<file path="config.mk">
export PLATFORM = sky130hd
export DESIGN_NAME = trivium_loader
export DESIGN_NICKNAME = d
export VERILOG_FILES = /design/src/rtl/trivium_pkg.sv /design/src/rtl/trivium_warmup_ctr.sv /design/src/rtl/trivium_loader.sv
export SDC_FILE = /design/constraint.sdc
export NUM_CORES = 1
export LEC_CHECK = 0
export CORE_ASPECT_RATIO = 0.6
export CORE_MARGIN = 10
export CORE_UTILIZATION = 40
export CTS_CLUSTER_SIZE = 20
export DETAILED_ROUTE_END_ITERATION = 10
export GPL_ROUTABILITY_DRIVEN = 0
export PLACE_DENSITY = 0.74
export SLEW_MARGIN = 20
export SYNTH_ARGS = -nofsm -noshare
export SYNTH_HDL_FRONTEND = slang
export SYNTH_SLANG_ARGS = --single-unit
</file>
<file path="constraint.sdc">
create_clock -name clk -period 4.4 [get_ports clk]
set_input_delay 1.1 -clock clk [delete_from_list [all_inputs] [get_ports clk]]
set_output_delay 1.1 -clock clk [all_outputs]
set_load 0.1 [all_outputs]
</file>
<file path="src/rtl/trivium_pkg.sv">
// Shared constants and the loader state type for the Trivium key/IV loader.
// Optional feature macro used by the loader: TRIVIUM_LOADER_IV_REKEY_EN.
package trivium_pkg;

  localparam int KEY_BYTES      = 10;
  localparam int IV_BYTES       = 10;
  localparam int WARMUP_DEFAULT = 1152;
  localparam int KV_WIDTH       = 80;
  localparam int BYTE_CNT_W     = 4;
  localparam int WARM_CNT_W     = 12;

  typedef enum logic [1:0] {
    LOAD_KEY = 2'd0,
    LOAD_IV  = 2'd1,
    WARMUP   = 2'd2,
    RUN      = 2'd3
  } loader_state_e;

endpackage

</file>
<file path="src/rtl/trivium_warmup_ctr.sv">
// Warm-up counter: a start pulse marks the first warm-up cycle; done rises
// in the last warm-up cycle so the loader can enter RUN on the following edge.
// Once done it holds until cleared or restarted.
module trivium_warmup_ctr
  import trivium_pkg::*;
#(
  parameter int WARMUP_CYCLES = WARMUP_DEFAULT
) (
  input  logic clk,
  input  logic rst_n,
  input  logic clear,
  input  logic start,
  output logic done
);

  localparam logic [WARM_CNT_W-1:0] LAST = 12'(WARMUP_CYCLES - 1);

  logic [WARM_CNT_W-1:0] cnt_q, cnt_d;
  logic                  active_q, active_d;

  // Next count: clear wins, start counts its own cycle, then count up to LAST
  always_comb begin
    cnt_d    = cnt_q;
    active_d = active_q;
    if (clear) begin
      cnt_d    = '0;
      active_d = 1'b0;
    end else if (start) begin
      cnt_d    = 12'd1;
      active_d = 1'b1;
    end else if (active_q && (cnt_q < LAST)) begin
      cnt_d = cnt_q + 12'd1;
    end
  end

  // Done level; with a one-cycle warm-up the start cycle is also the last one
  always_comb begin
    done = 1'b0;
    if (!clear) begin
      if (start) begin
        done = (LAST == '0);
      end else begin
        done = active_q && (cnt_q >= LAST);
      end
    end
  end

  // Counter registers
  always_ff @(posedge clk or negedge rst_n) begin
    if (!rst_n) begin
      cnt_q    <= '0;
      active_q <= 1'b0;
    end else begin
      cnt_q    <= cnt_d;
      active_q <= active_d;
    end
  end

endmodule

</file>
<file path="src/rtl/trivium_loader.sv">
// Byte-serial key/IV loader for a Trivium cipher core: collects 10 key bytes
// and 10 IV bytes, pulses trv_load, waits out the warm-up, then flags
// ks_valid. Define TRIVIUM_LOADER_IV_REKEY_EN to accept a fresh IV while in
// RUN without reloading the key.
module trivium_loader
  import trivium_pkg::*;
#(
  parameter int WARMUP_CYCLES = WARMUP_DEFAULT
) (
  input  logic                clk,
  input  logic                rst_n,
  input  logic [7:0]          data_in,
  input  logic                data_valid,
  output logic                data_ready,
  input  logic                restart,
  output logic [KV_WIDTH-1:0] key,
  output logic [KV_WIDTH-1:0] iv,
  output logic                trv_load,
  output logic                ks_valid
);

  localparam logic [BYTE_CNT_W-1:0] KEY_LAST = 4'(KEY_BYTES - 1);
  localparam logic [BYTE_CNT_W-1:0] IV_LAST  = 4'(IV_BYTES - 1);

  loader_state_e             state_q, state_d;
  logic [BYTE_CNT_W-1:0]     byte_cnt_q, byte_cnt_d;
  logic [KV_WIDTH-1:0]       key_q, key_d;
  logic [KV_WIDTH-1:0]       iv_q, iv_d;
  logic                      trv_load_q, trv_load_d;
  logic                      take;
  logic                      warm_done;

  assign take = data_valid && data_ready;

  trivium_warmup_ctr #(
    .WARMUP_CYCLES(WARMUP_CYCLES)
  ) u_warmup_ctr (
    .clk  (clk),
    .rst_n(rst_n),
    .clear(restart),
    .start(trv_load_q),
    .done (warm_done)
  );

  // State and byte-counter register
  always_ff @(posedge clk or negedge rst_n) begin
    if (!rst_n) begin
      state_q    <= LOAD_KEY;
      byte_cnt_q <= '0;
    end else begin
      state_q    <= state_d;
      byte_cnt_q <= byte_cnt_d;
    end
  end

  // Next state: restart overrides everything, including a same-cycle transfer
  always_comb begin
    state_d    = state_q;
    byte_cnt_d = byte_cnt_q;
    if (restart) begin
      state_d    = LOAD_KEY;
      byte_cnt_d = '0;
    end else begin
      unique case (state_q)
        LOAD_KEY: begin
          if (take) begin
            if (byte_cnt_q == KEY_LAST) begin
              state_d    = LOAD_IV;
              byte_cnt_d = '0;
            end else begin
              byte_cnt_d = byte_cnt_q + 4'd1;
            end
          end
        end
        LOAD_IV: begin
          if (take) begin
            if (byte_cnt_q == IV_LAST) begin
              state_d    = WARMUP;
              byte_cnt_d = '0;
            end else begin
              byte_cnt_d = byte_cnt_q + 4'd1;
            end
          end
        end
        WARMUP: begin
          if (warm_done) begin
            state_d = RUN;
          end
        end
        RUN: begin
`ifdef TRIVIUM_LOADER_IV_REKEY_EN
          if (take) begin
            state_d    = LOAD_IV;
            byte_cnt_d = 4'd1;
          end
`endif
        end
        default: begin
          state_d    = LOAD_KEY;
          byte_cnt_d = '0;
        end
      endcase
    end
  end

  // Handshake and status outputs decoded from the state
  always_comb begin
    data_ready = (state_q == LOAD_KEY) || (state_q == LOAD_IV);
`ifdef TRIVIUM_LOADER_IV_REKEY_EN
    if (state_q == RUN) begin
      data_ready = 1'b1;
    end
`endif
    ks_valid = (state_q == RUN);
    trv_load = trv_load_q;
    key      = key_q;
    iv       = iv_q;
  end

  // Shift accepted bytes into key/IV and raise the load pulse on the last IV byte
  always_comb begin
    key_d      = key_q;
    iv_d       = iv_q;
    trv_load_d = 1'b0;
    if (!restart && take) begin
      if (state_q == LOAD_KEY) begin
        key_d = {key_q[KV_WIDTH-9:0], data_in};
      end
      if ((state_q == LOAD_IV) || (state_q == RUN)) begin
        iv_d = {iv_q[KV_WIDTH-9:0], data_in};
      end
      trv_load_d = (state_q == LOAD_IV) && (byte_cnt_q == IV_LAST);
    end
  end

  // Key, IV and load-pulse registers
  always_ff @(posedge clk or negedge rst_n) begin
    if (!rst_n) begin
      key_q      <= '0;
      iv_q       <= '0;
      trv_load_q <= 1'b0;
    end else begin
      key_q      <= key_d;
      iv_q       <= iv_d;
      trv_load_q <= trv_load_d;
    end
  end

endmodule

</file>
After elaboration in Yosys (flattened, before gate mapping)
Index checks and enable logic that the tools add are counted.
- $add $sub $neg: 2
- multiply operators: 0
- div/mod/pow operators: 0
- magnitude comparators: 2
- equality and inequality tests: 9
- shifts and indexed selects: 0
- mux-type cells: 19
- bitwise logic cells: 0
- reductions and logical operators: 19
- operators by type and width (cell ; count):
    two-way mux 12 bit ; 3
    two-way mux 4 bit ; 4
    adder 12 x 1 -> 12 bit, second input constant ; 1
    >= comparator 12 x 11 -> 1 bit, second input constant ; 1
    < comparator 12 x 11 -> 1 bit, second input constant ; 1
    two-way mux 2 bit ; 6
    inequality test 3 bit, second input constant ; 4
    one-hot mux 2 bit (3 select lines) ; 1
    AND reduction 2 bit ; 3
    AND reduction 6 bit ; 1
    nonzero test 2 bit ; 3
    logical AND 1 bit ; 5
    two-way mux 1 bit ; 5
    adder 4 x 1 -> 4 bit, second input constant ; 1
    == test 2 bit, second input constant ; 2
    == test 4 bit, second input constant ; 1
    nonzero test 4 bit ; 1
    inequality test 3 x 2 -> 1 bit, second input constant ; 1
    nonzero test 3 bit ; 1
    == test 2 x 1 -> 1 bit, second input constant ; 1
    zero test 2 bit ; 1
    logical OR 1 bit ; 2
    OR reduction 2 bit ; 1
    zero test 1 bit ; 1
- flip-flop bits (word level): 180
- bits in latches: 0
- RAM bits: 0
- ROM bits: 0
- input bits: 12
- output and inout bits: 163
- word-level logic and storage cells: 58
- memories: 0

Longest topological paths before layout
Gate-level depths: netlist of the first run.
- depth after elaboration: 7
- gate-level depth with buffers: 7

Modules after synthesis
From an unflattened synthesis of the first run, not the netlist that was laid out.
- cells, all modules: 463
- area total of the unflattened synthesis: 7490.9 um^2
- by module, submodules not included (module ; instances ; cells an instance ; area each (um^2) ; seq. area each (um^2)):
    trivium_loader ; 1 ; 389 ; 6770.2 ; 4179.0
    trivium_warmup_ctr ; 1 ; 74 ; 720.7 ; 325.3

Least setup slack after synthesis of the first run
Ideal clock, no wire load.
- path kind: register to output
- start: register state_q[0]
- end: output port data_ready
- data arrival time: 1345 ps
- slack: 1955 ps
- stages on the path, launching flop included: 5
- path buffers: 0
- path through: dfrtp_1 > inv_1 > ha_1 > nor2_1 > inv_1
- word-level cells in the longest chain between the ends: 2
- elaborated cells on any way between the ends: 3
- classes of those cells: eq/ne: 1; reduce/logical: 2
- ends and longest elaborated chain (what ; RTL line ; source):
    start: declaration ; trivium_loader.sv:25 ; loader_state_e state_q, state_d;
    start signal: assignment ; trivium_loader.sv:51 ; state_q <= state_d;
    == test 2 x 1 -> 1 bit or zero test 2 bit (tied branches) ; trivium_loader.sv:108 ; data_ready = (state_q == LOAD_KEY) || (state_q == LOAD_IV);
    logical OR 1 bit * ; trivium_loader.sv:108 ;
    end: declaration ; trivium_loader.sv:14 ; output logic data_ready,
Every way passes the cells marked *; elsewhere a longest branch is shown, timed or not.

Worst setup path in the final report of the first run
- start: register state_q[1]
- end: output port ks_valid
- word-level cells in the longest chain between the ends: 1
- ends and longest elaborated chain (what ; RTL line ; source):
    == test 2 bit ; trivium_loader.sv:114 ; ks_valid = (state_q == RUN);
    end: declaration ; trivium_loader.sv:19 ; output logic ks_valid
Every way passes these cells.

==> impl_metrics.env, run 1 <==
export IMPL_cts_hold_buf=0
export IMPL_r2r_start="state_q[0]"
export IMPL_setup_slack_ns=1.095
export IMPL_grt_max_degree=84
export IMPL_ys_seq_area_share_pct=64.02
export IMPL_firstDrtPassIters=4
export IMPL_dieArea_mm2=0.02347
export IMPL_final_nets=654
export IMPL_slew_headroom_pct=30.71
export IMPL_slowest_delay_ns=1.15
export IMPL_slowest_stage="clkdlybuf4s50_1"
export IMPL_max_freq_ghz=0.3025
export IMPL_crit_arrival_ns=2.21
export IMPL_grt_pass1_wl_um=26590
export IMPL_antenna_cells=0
export IMPL_multi_input_area_mm2=0.002421
export IMPL_cp_data_required_time_ns=3.30
export IMPL_start_util_pct=40.96
export IMPL_port_buffers=174
export IMPL_postRouteWirelength_um=16810
export IMPL_vias=4351
export IMPL_synth_top_cell_area_share_pct=64.02
export IMPL_outcome="complete, no violations"
export IMPL_die_w_um=191.2
export IMPL_grt_antenna_before_repair=0
export IMPL_crit_path_cell_trace="ha_1, clkdlybuf4s50_1"
export IMPL_period_share_pct=75.12
export IMPL_overflow=0
export IMPL_whs_path_depth=1
export IMPL_hold_violations=0
export IMPL_clockBufferDepth=2
export IMPL_mostFrequentLayoutCells="dfrtp_1, clkdlybuf4s50_1, mux2_2, clkbuf_16, nor2_1"
export IMPL_cts_setup_buffers=0
export IMPL_ys_flop_type="dfrtp_1"
export IMPL_hp_class="flip-flop to flip-flop"
export IMPL_first_iter_violations=205
export IMPL_maxCapViolCount=0
export IMPL_fin_crit_ns=3.305
export IMPL_drive_above_1_share_pct=31.64
export IMPL_grtUsageTotal_pct=14.45
export IMPL_synth_cells=456
export IMPL_die_h_um=122.7
export IMPL_clock_sinks=180
export IMPL_synth_edf_count=0
export IMPL_crit_fanout=4
export IMPL_synth_area_per_cell_um2=15.43
export IMPL_end_kind="output port"
export IMPL_wl_per_cell_um=19.06
export IMPL_path_class="flip-flop to output port"
export IMPL_synth_largest_area_cell="dfrtp_1"
export IMPL_setup_viol=0
export IMPL_clkLatencyLatePin_ns=0.42
export IMPL_r2r_slack_ns=2.40
export IMPL_reg2reg_to="iv[12]"
export IMPL_skew_ns=0.01070
export IMPL_min_to="iv[72]"
export IMPL_cts_reportedPaths_clkPinSlew_ns=0.07
export IMPL_synthArstFlopShare_pct=100.0
export IMPL_fin_util_pct=56.29
export IMPL_final_max_slew_viol_count=0
export IMPL_worst_slew_pin_slew_ns=1.036
export IMPL_nFillCells=1324
export IMPL_ys_top_cells_by_area="dfrtp_1, mux2_2, ha_1"
export IMPL_rows=37
export IMPL_pre_cts_ws_ns=1.178
export IMPL_synth_warnings=0
export IMPL_cts_inserted_buffers=17
export IMPL_dp_hpwl_um=12150
export IMPL_fin_area_mm2=0.009668
export IMPL_synthesis_nets=475
export IMPL_ant_nets=0
export IMPL_hold_start="iv[72]"
export IMPL_grt_setup_unrepaired="no"
export IMPL_htree_levels=4
export IMPL_final_common_cell="dfrtp_1"
export IMPL_netlist_area_mm2=0.007035
export IMPL_reg2reg_depth=6
export IMPL_drc=0
export IMPL_cts_tree="yes"
export IMPL_syn_to_final_growth_pct=37.42
export IMPL_start_kind="flip-flop"
export IMPL_place_area_mm2=0.009064
export IMPL_core_mm2=0.01718
export IMPL_cts_root_buf="clkbuf_16"
export IMPL_io_pins=175
export IMPL_ctsResizeCount=0
export IMPL_ys_ff_latch=180
export IMPL_ys_types=35
export IMPL_seq_area_mm2=0.004504
export IMPL_tns_ns=0
export IMPL_grt_pass1_vias=4709
export IMPL_avgViaCountPerCell=4.933
==> how the worst max path moves through the flow <==
stage | from | endpoint | cells after the start
floorplan | state_q[0] | data_ready | 4
CTS | state_q[1] | ks_valid | 2
finish | state_q[1] | ks_valid | 2
global placement | restart | key[37] | 5
detailed placement | restart | key[61] | 5
global route | state_q[1] | ks_valid | 2
==> area by class of cell <==
| class | count | area share, % |
|---|---|---|
| inverter | 10 | 0.3882 |
| tap | 234 | 3.028 |
| clock inverter | 15 | 1.851 |
| timing repair buffer | 178 | 18.70 |
| sequential | 180 | 46.59 |
| clock buffer | 17 | 4.400 |
| multi-input combinational | 248 | 25.04 |
==> per-stage QoR <==
| stage | hold slack (ns) | std cells |
|---|---|---|
| after floorplan | 0.4874 | 456 |
| after global placement | 0.4885 | 850 |
| after detailed placement | 0.4955 | 850 |
| after CTS | 0.5130 | 882 |
| after global routing | 0.5174 | 882 |
| final | 0.5087 | 882 |
==> worst max-delay path, delay by kind of cell (launching register included) <==
kind | cells | cell delay (ns)
flops | 1 | 0.41
buf+inv | 1 | 1.15
fa+ha+maj | 1 | 0.22
==> cell families after synthesis <==
logic type / count (synthesis) / synth area share [%]
AOI/OAI and AO/OA: 26 / 2.330
xor gates and xnor gates: 4 / 0.4980
adders and majority gates: 7 / 1.245
buffers and inverters: 28 / 1.779
DFF: 180 / 64.02
muxes: 164 / 26.20
and+or+nand+nor: 47 / 3.930
==> metal layers <==
| layer | GRT usage [%] | vias to the layer above | wire length (um) |
|---|---|---|---|
| met3 | 5.921 | 15 | 1087 |
| met4 | 4.130 | 0 | 195 |
| met1 | 16.35 | 2267 | 6780 |
| met2 | 24.89 | 80 | 8747 |
| met5 | 0 | - | 0 |
| li1 | - | 1989 | - |
==> flip-flops by register name (all words and copies together), names as in the netlist <==
name / flops
byte_cnt_q: 4
trv_load: 1
u_warmup_ctr.cnt_q: 12
state_q: 2
iv: 80
u_warmup_ctr.active_q: 1
key: 80
==> synth_stat cells (2+ instances only) <==
| master | number |
|---|---|
| a21oi_1 | 9 |
| and3_1 | 2 |
| buf_2 | 16 |
| clkbuf_1 | 2 |
| dfrtp_1 | 180 |
| ha_1 | 7 |
| inv_1 | 10 |
| mux2_2 | 161 |
| mux2i_1 | 3 |
| nand2_1 | 5 |
| nand2b_1 | 3 |
| nand3_1 | 3 |
| nand4b_1 | 2 |
| nor2_1 | 13 |
| nor2b_1 | 2 |
| nor4_1 | 2 |
| o2111ai_1 | 3 |
| o21ai_0 | 7 |
| or3_1 | 8 |
| xor2_1 | 3 |
Power of run 1 is not shown: default switching activity piles up to over one toggle a cycle in this logic, so the estimate is an artifact.
==> inputs of run 2 (changes only) <==
==> constraint.sdc (replaced) <==
create_clock -name clk -period 3.08 [get_ports clk]
set_input_delay 0.77 -clock clk [delete_from_list [all_inputs] [get_ports clk]]
set_output_delay 0.77 -clock clk [all_outputs]
set_load 0.1 [all_outputs]
==> run 2 against run 1 <==
Effect of this change:
- core utilization decreased by 1.6 points
- sequential cell count unchanged
- critical path type unchanged
- count of clock-buffer cells in the layout unchanged
- register-to-register slack got worse by 1.4 ns
==> impl_metrics.env, run 2 (synthesis results as in run 1) <==
export IMPL_outcome="complete, no violations"
export IMPL_clock_sinks=180
export IMPL_max_freq_ghz=0.3984
export IMPL_dieArea_mm2=0.02347
export IMPL_clkLatencyLatePin_ns=0.42
export IMPL_skew_ns=0.01227
export IMPL_path_class="flip-flop to output port"
export IMPL_grt_antenna_before_repair=0
export IMPL_mostFrequentLayoutCells="dfrtp_1, buf_4, mux2_2, clkbuf_16, nor2_1"
export IMPL_ctsResizeCount=0
export IMPL_grt_pass1_wl_um=26460
export IMPL_antenna_cells=0
export IMPL_fin_crit_ns=2.510
export IMPL_placed_cells=862
export IMPL_setup_viol=0
export IMPL_clockBufferDepth=2
export IMPL_cts_reportedPaths_clkPinSlew_ns=0.08
export IMPL_period_share_pct=81.50
export IMPL_rows=37
export IMPL_final_max_slew_viol_count=0
export IMPL_postRouteWirelength_um=16340
export IMPL_drive_above_1_share_pct=57.42
export IMPL_cp_data_required_time_ns=2.31
export IMPL_cts_root_buf="clkbuf_16"
export IMPL_final_nets=666
export IMPL_avgViaCountPerCell=4.834
export IMPL_hold_violations=0
export IMPL_cts_tree="yes"
export IMPL_maxCapViolCount=0
export IMPL_grt_max_degree=95
export IMPL_core_mm2=0.01718
export IMPL_ant_nets=0
export IMPL_firstDrtPassIters=4
export IMPL_setup_slack_ns=0.5699
export IMPL_cts_inserted_buffers=17
export IMPL_start_kind="flip-flop"
export IMPL_io_pins=175
export IMPL_nFillCells=1406
export IMPL_grt_pass1_vias=4807
export IMPL_cts_hold_buf=0
export IMPL_final_common_cell="dfrtp_1"
export IMPL_tns_ns=0
export IMPL_overflow=0
export IMPL_first_iter_violations=166
export IMPL_crit_arrival_ns=1.74
export IMPL_vias=4322
export IMPL_slew_headroom_pct=64.08
export IMPL_drc=0
export IMPL_cts_setup_buffers=0
export IMPL_end_kind="output port"
export IMPL_pre_cts_ws_ns=0.4433
export IMPL_grtUsageTotal_pct=14.05
export IMPL_hp_class="input pin to asynchronous set/reset pin"
export IMPL_grt_setup_unrepaired="no"
export IMPL_wl_per_cell_um=18.27
export IMPL_crit_fanout=4
export IMPL_port_buffers=174
export IMPL_dp_hpwl_um=12270
export IMPL_worst_slew_pin_slew_ns=0.5382
export IMPL_instances_no_fill=894
export IMPL_start_util_pct=40.96
export IMPL_die_h_um=122.7
export IMPL_htree_levels=4
export IMPL_die_w_um=191.2
export IMPL_syn_to_final_growth_pct=33.45
==> run 2: changes by cell type in the layout (fill, tap and decap cells not counted), sizes merged <==
cell           change
clkdlybuf4s50    -162
clkinvlp           -1
buf              +174
inv                +1
==> run 2: path summary, 6_finish.rpt <==
kind | depth (start not counted) | slack [ns] | to | start
worst max-delay path | 5 | 0.57 | data_ready | state_q[0]
worst min-delay path | 1 | 0.12 | iv[61] | rst_n
worst max register to register | 6 | 0.99 | iv[52] | state_q[0]
worst min register to register | 1 | 0.52 | iv[73] | iv[73]
max in group asynchronous | 2 | 2.26 | key[18] | rst_n
min in group clk | 1 | 0.52 | iv[73] | iv[73]
==> run 2: area by class of cell <==
cell class | count | area, um^2 | share of cell area [%]
repair buffers | 190 | 1530 | 16.30
well taps | 234 | 292.8 | 3.118
inverters | 10 | 37.54 | 0.3998
clock inverters | 15 | 177.7 | 1.892
clock buffers | 17 | 425.4 | 4.531
flip-flops and latches | 180 | 4504 | 47.97
multi-input cells | 248 | 2421 | 25.79
==> run 2: worst max-delay path, stage by stage, from the launching register on <==
cell and delay, ns:
dfrtp_1 0.39, inv_1 0.10, ha_1 0.27, nor2_1 0.23, inv_1 0.09, buf_4 0.24
==> run 2: per-stage QoR <==
step	utilization (%)	hold slack, ns	area [um^2]
after CTS	54.67	0.1063	9389
after detailed placement	51.15	0.4998	8786
after floorplan	-	0.4744	7036
final	54.67	0.1206	9389
after global placement	51.15	0.4911	8786
after global routing	54.67	0.09087	9389
==> run 2: routing by layer <==
layer	global-route usage (%)	share of wire (%)	vias up
li1	-	-	2005
met1	16.60	41	2239
met2	23.81	52	68
met3	5.156	5.7	10
met4	3.936	0.88	0
met5	0	0	-
Power of run 2 is left out for the same reason.
==> inputs of run 3 (changes only) <==
==> constraint.sdc (replaced) <==
create_clock -name clk -period 2.5 [get_ports clk]
set_input_delay 0.625 -clock clk [delete_from_list [all_inputs] [get_ports clk]]
set_output_delay 0.625 -clock clk [all_outputs]
set_load 0.1 [all_outputs]
==> run 3 against run 2 <==
Effect of this change:
- sequential cell count unchanged
- worst setup slack got worse by 0.38 ns
- global-route usage decreased by 0.13 points
- first-iteration DRC count increased by 51%
- count of clock-buffer cells in the layout unchanged
- final cell count unchanged
- design area increased by 0.60%
- core utilization increased by 0.33 points
==> impl_metrics.env, run 3 (synthesis results as in run 1) <==
export IMPL_first_iter_violations=251
export IMPL_io_pins=175
export IMPL_die_w_um=191.2
export IMPL_period_share_pct=92.34
export IMPL_hp_class="input pin to asynchronous set/reset pin"
export IMPL_r2r_start="u_warmup_ctr.cnt_q[0]"
export IMPL_reg2reg_to="state_q[0]"
export IMPL_clock_sinks=180
export IMPL_fin_crit_ns=2.309
export IMPL_grt_pass1_vias=4697
export IMPL_final_max_slew_viol_count=0
export IMPL_path_class="flip-flop to output port"
export IMPL_hold_violations=0
export IMPL_die_h_um=122.7
export IMPL_vias=4334
export IMPL_ctsResizeCount=0
export IMPL_setup_viol=0
export IMPL_final_nets=666
export IMPL_drive_above_1_share_pct=57.42
export IMPL_drc=0
export IMPL_port_buffers=174
export IMPL_worst_path_most_repeated_cell="inv_1"
export IMPL_overflow=0
export IMPL_syn_to_final_growth_pct=34.25
export IMPL_postRouteWirelength_um=16360
export IMPL_maxCapViolCount=0
export IMPL_cts_reportedPaths_clkPinSlew_ns=0.08
export IMPL_worst_slew_pin_slew_ns=0.5929
export IMPL_slowest_delay_ns=0.38
export IMPL_avgViaCountPerCell=4.848
export IMPL_slowest_stage="dfrtp_1"
export IMPL_htree_levels=4
export IMPL_crit_arrival_ns=1.68
export IMPL_crit_fanout=4
export IMPL_end_kind="output port"
export IMPL_wl_per_cell_um=18.30
export IMPL_clkLatencyLatePin_ns=0.41
export IMPL_grt_antenna_before_repair=0
export IMPL_critical_path_buf_inv_count=3
export IMPL_cp_data_required_time_ns=1.88
export IMPL_grtUsageTotal_pct=13.93
export IMPL_antenna_cells=0
export IMPL_core_mm2=0.01718
export IMPL_dieArea_mm2=0.02347
export IMPL_firstDrtPassIters=4
export IMPL_start_kind="flip-flop"
export IMPL_tns_ns=0
export IMPL_skew_ns=0.01341
export IMPL_outcome="complete, no violations"
export IMPL_grt_pass1_wl_um=26090
export IMPL_reg2reg_depth=5
export IMPL_start_util_pct=40.96
export IMPL_r2r_slack_ns=0.45
export IMPL_max_freq_ghz=0.4332
export IMPL_cts_root_buf="clkbuf_16"
export IMPL_cts_inserted_buffers=17
export IMPL_grt_setup_unrepaired="no"
export IMPL_grt_max_degree=62
export IMPL_ant_nets=0
export IMPL_cts_tree="yes"
export IMPL_crit_path_cell_trace="inv_1, ha_1, nor2_1, inv_1, buf_12"
export IMPL_cts_setup_buffers=0
export IMPL_cts_hold_buf=0
export IMPL_clockBufferDepth=2
export IMPL_final_common_cell="dfrtp_1"
export IMPL_rows=37
export IMPL_critical_path_top_delay_family="buffers and inverters"
export IMPL_mostFrequentLayoutCells="dfrtp_1, buf_4, mux2_2, clkbuf_16, nor2_1"
export IMPL_slew_headroom_pct=60.47
export IMPL_dp_hpwl_um=12130
[run 3: final cells by class]
cell class	instances	area (um^2)
Clock inverter	15	209.0
Timing Repair Buffer	190	1555
Tap cell	234	292.8
Clock buffer	17	425.4
Fill cell	1394	7730
Multi-Input combinational cell	248	2421
Sequential cell	180	4504
Inverter	10	37.54
[run 3: worst register-to-register path, cell delays in order, from the launching register on]
cell and delay [ns]:
dfrtp_1 0.39, ha_1 0.24, nand4b_1 0.21, o2111ai_1 0.30
nor4b_2 0.40, mux2_2 0.39
[run 3: how the worst max path moves through the flow]
stage | depth (start not counted) | start | slack [ns] | to
after floorplan | 5 | state_q[1] | 0.19 | iv[10]
after global placement | 6 | restart | 0.15 | state_q[0]
after detailed placement | 6 | restart | 0.06 | state_q[0]
after CTS | 5 | state_q[0] | 0.17 | data_ready
after global routing | 5 | state_q[1] | 0.04 | data_ready
final | 5 | state_q[0] | 0.19 | data_ready
[run 3: per-stage QoR]
stage	instance area [um^2]	setup slack [ns]	hold slack [ns]	utilization [%]	cells
finish	9445	0.1915	0.1780	54.99	894
global route	9445	0.03827	0.1996	54.99	894
CTS	9445	0.1706	0.1917	54.99	894
detailed placement	8811	0.05618	0.4984	51.30	862
global placement	8811	0.1549	0.4912	51.30	862
floorplan	7036	0.1881	0.3294	-	456
[run 3: metal layers]
| layer | wire [um] | part of all wire, % | global-route usage (%) | vias up |
|---|---|---|---|---|
| li1 | - | - | - | 2009 |
| met1 | 6844 | 42 | 16.73 | 2243 |
| met2 | 8563 | 52 | 23.64 | 77 |
| met3 | 890 | 5.4 | 4.929 | 5 |
| met4 | 62 | 0.38 | 3.353 | 0 |
| met5 | 0 | 0 | 0 | - |
Power of run 3 is left out for the same reason.
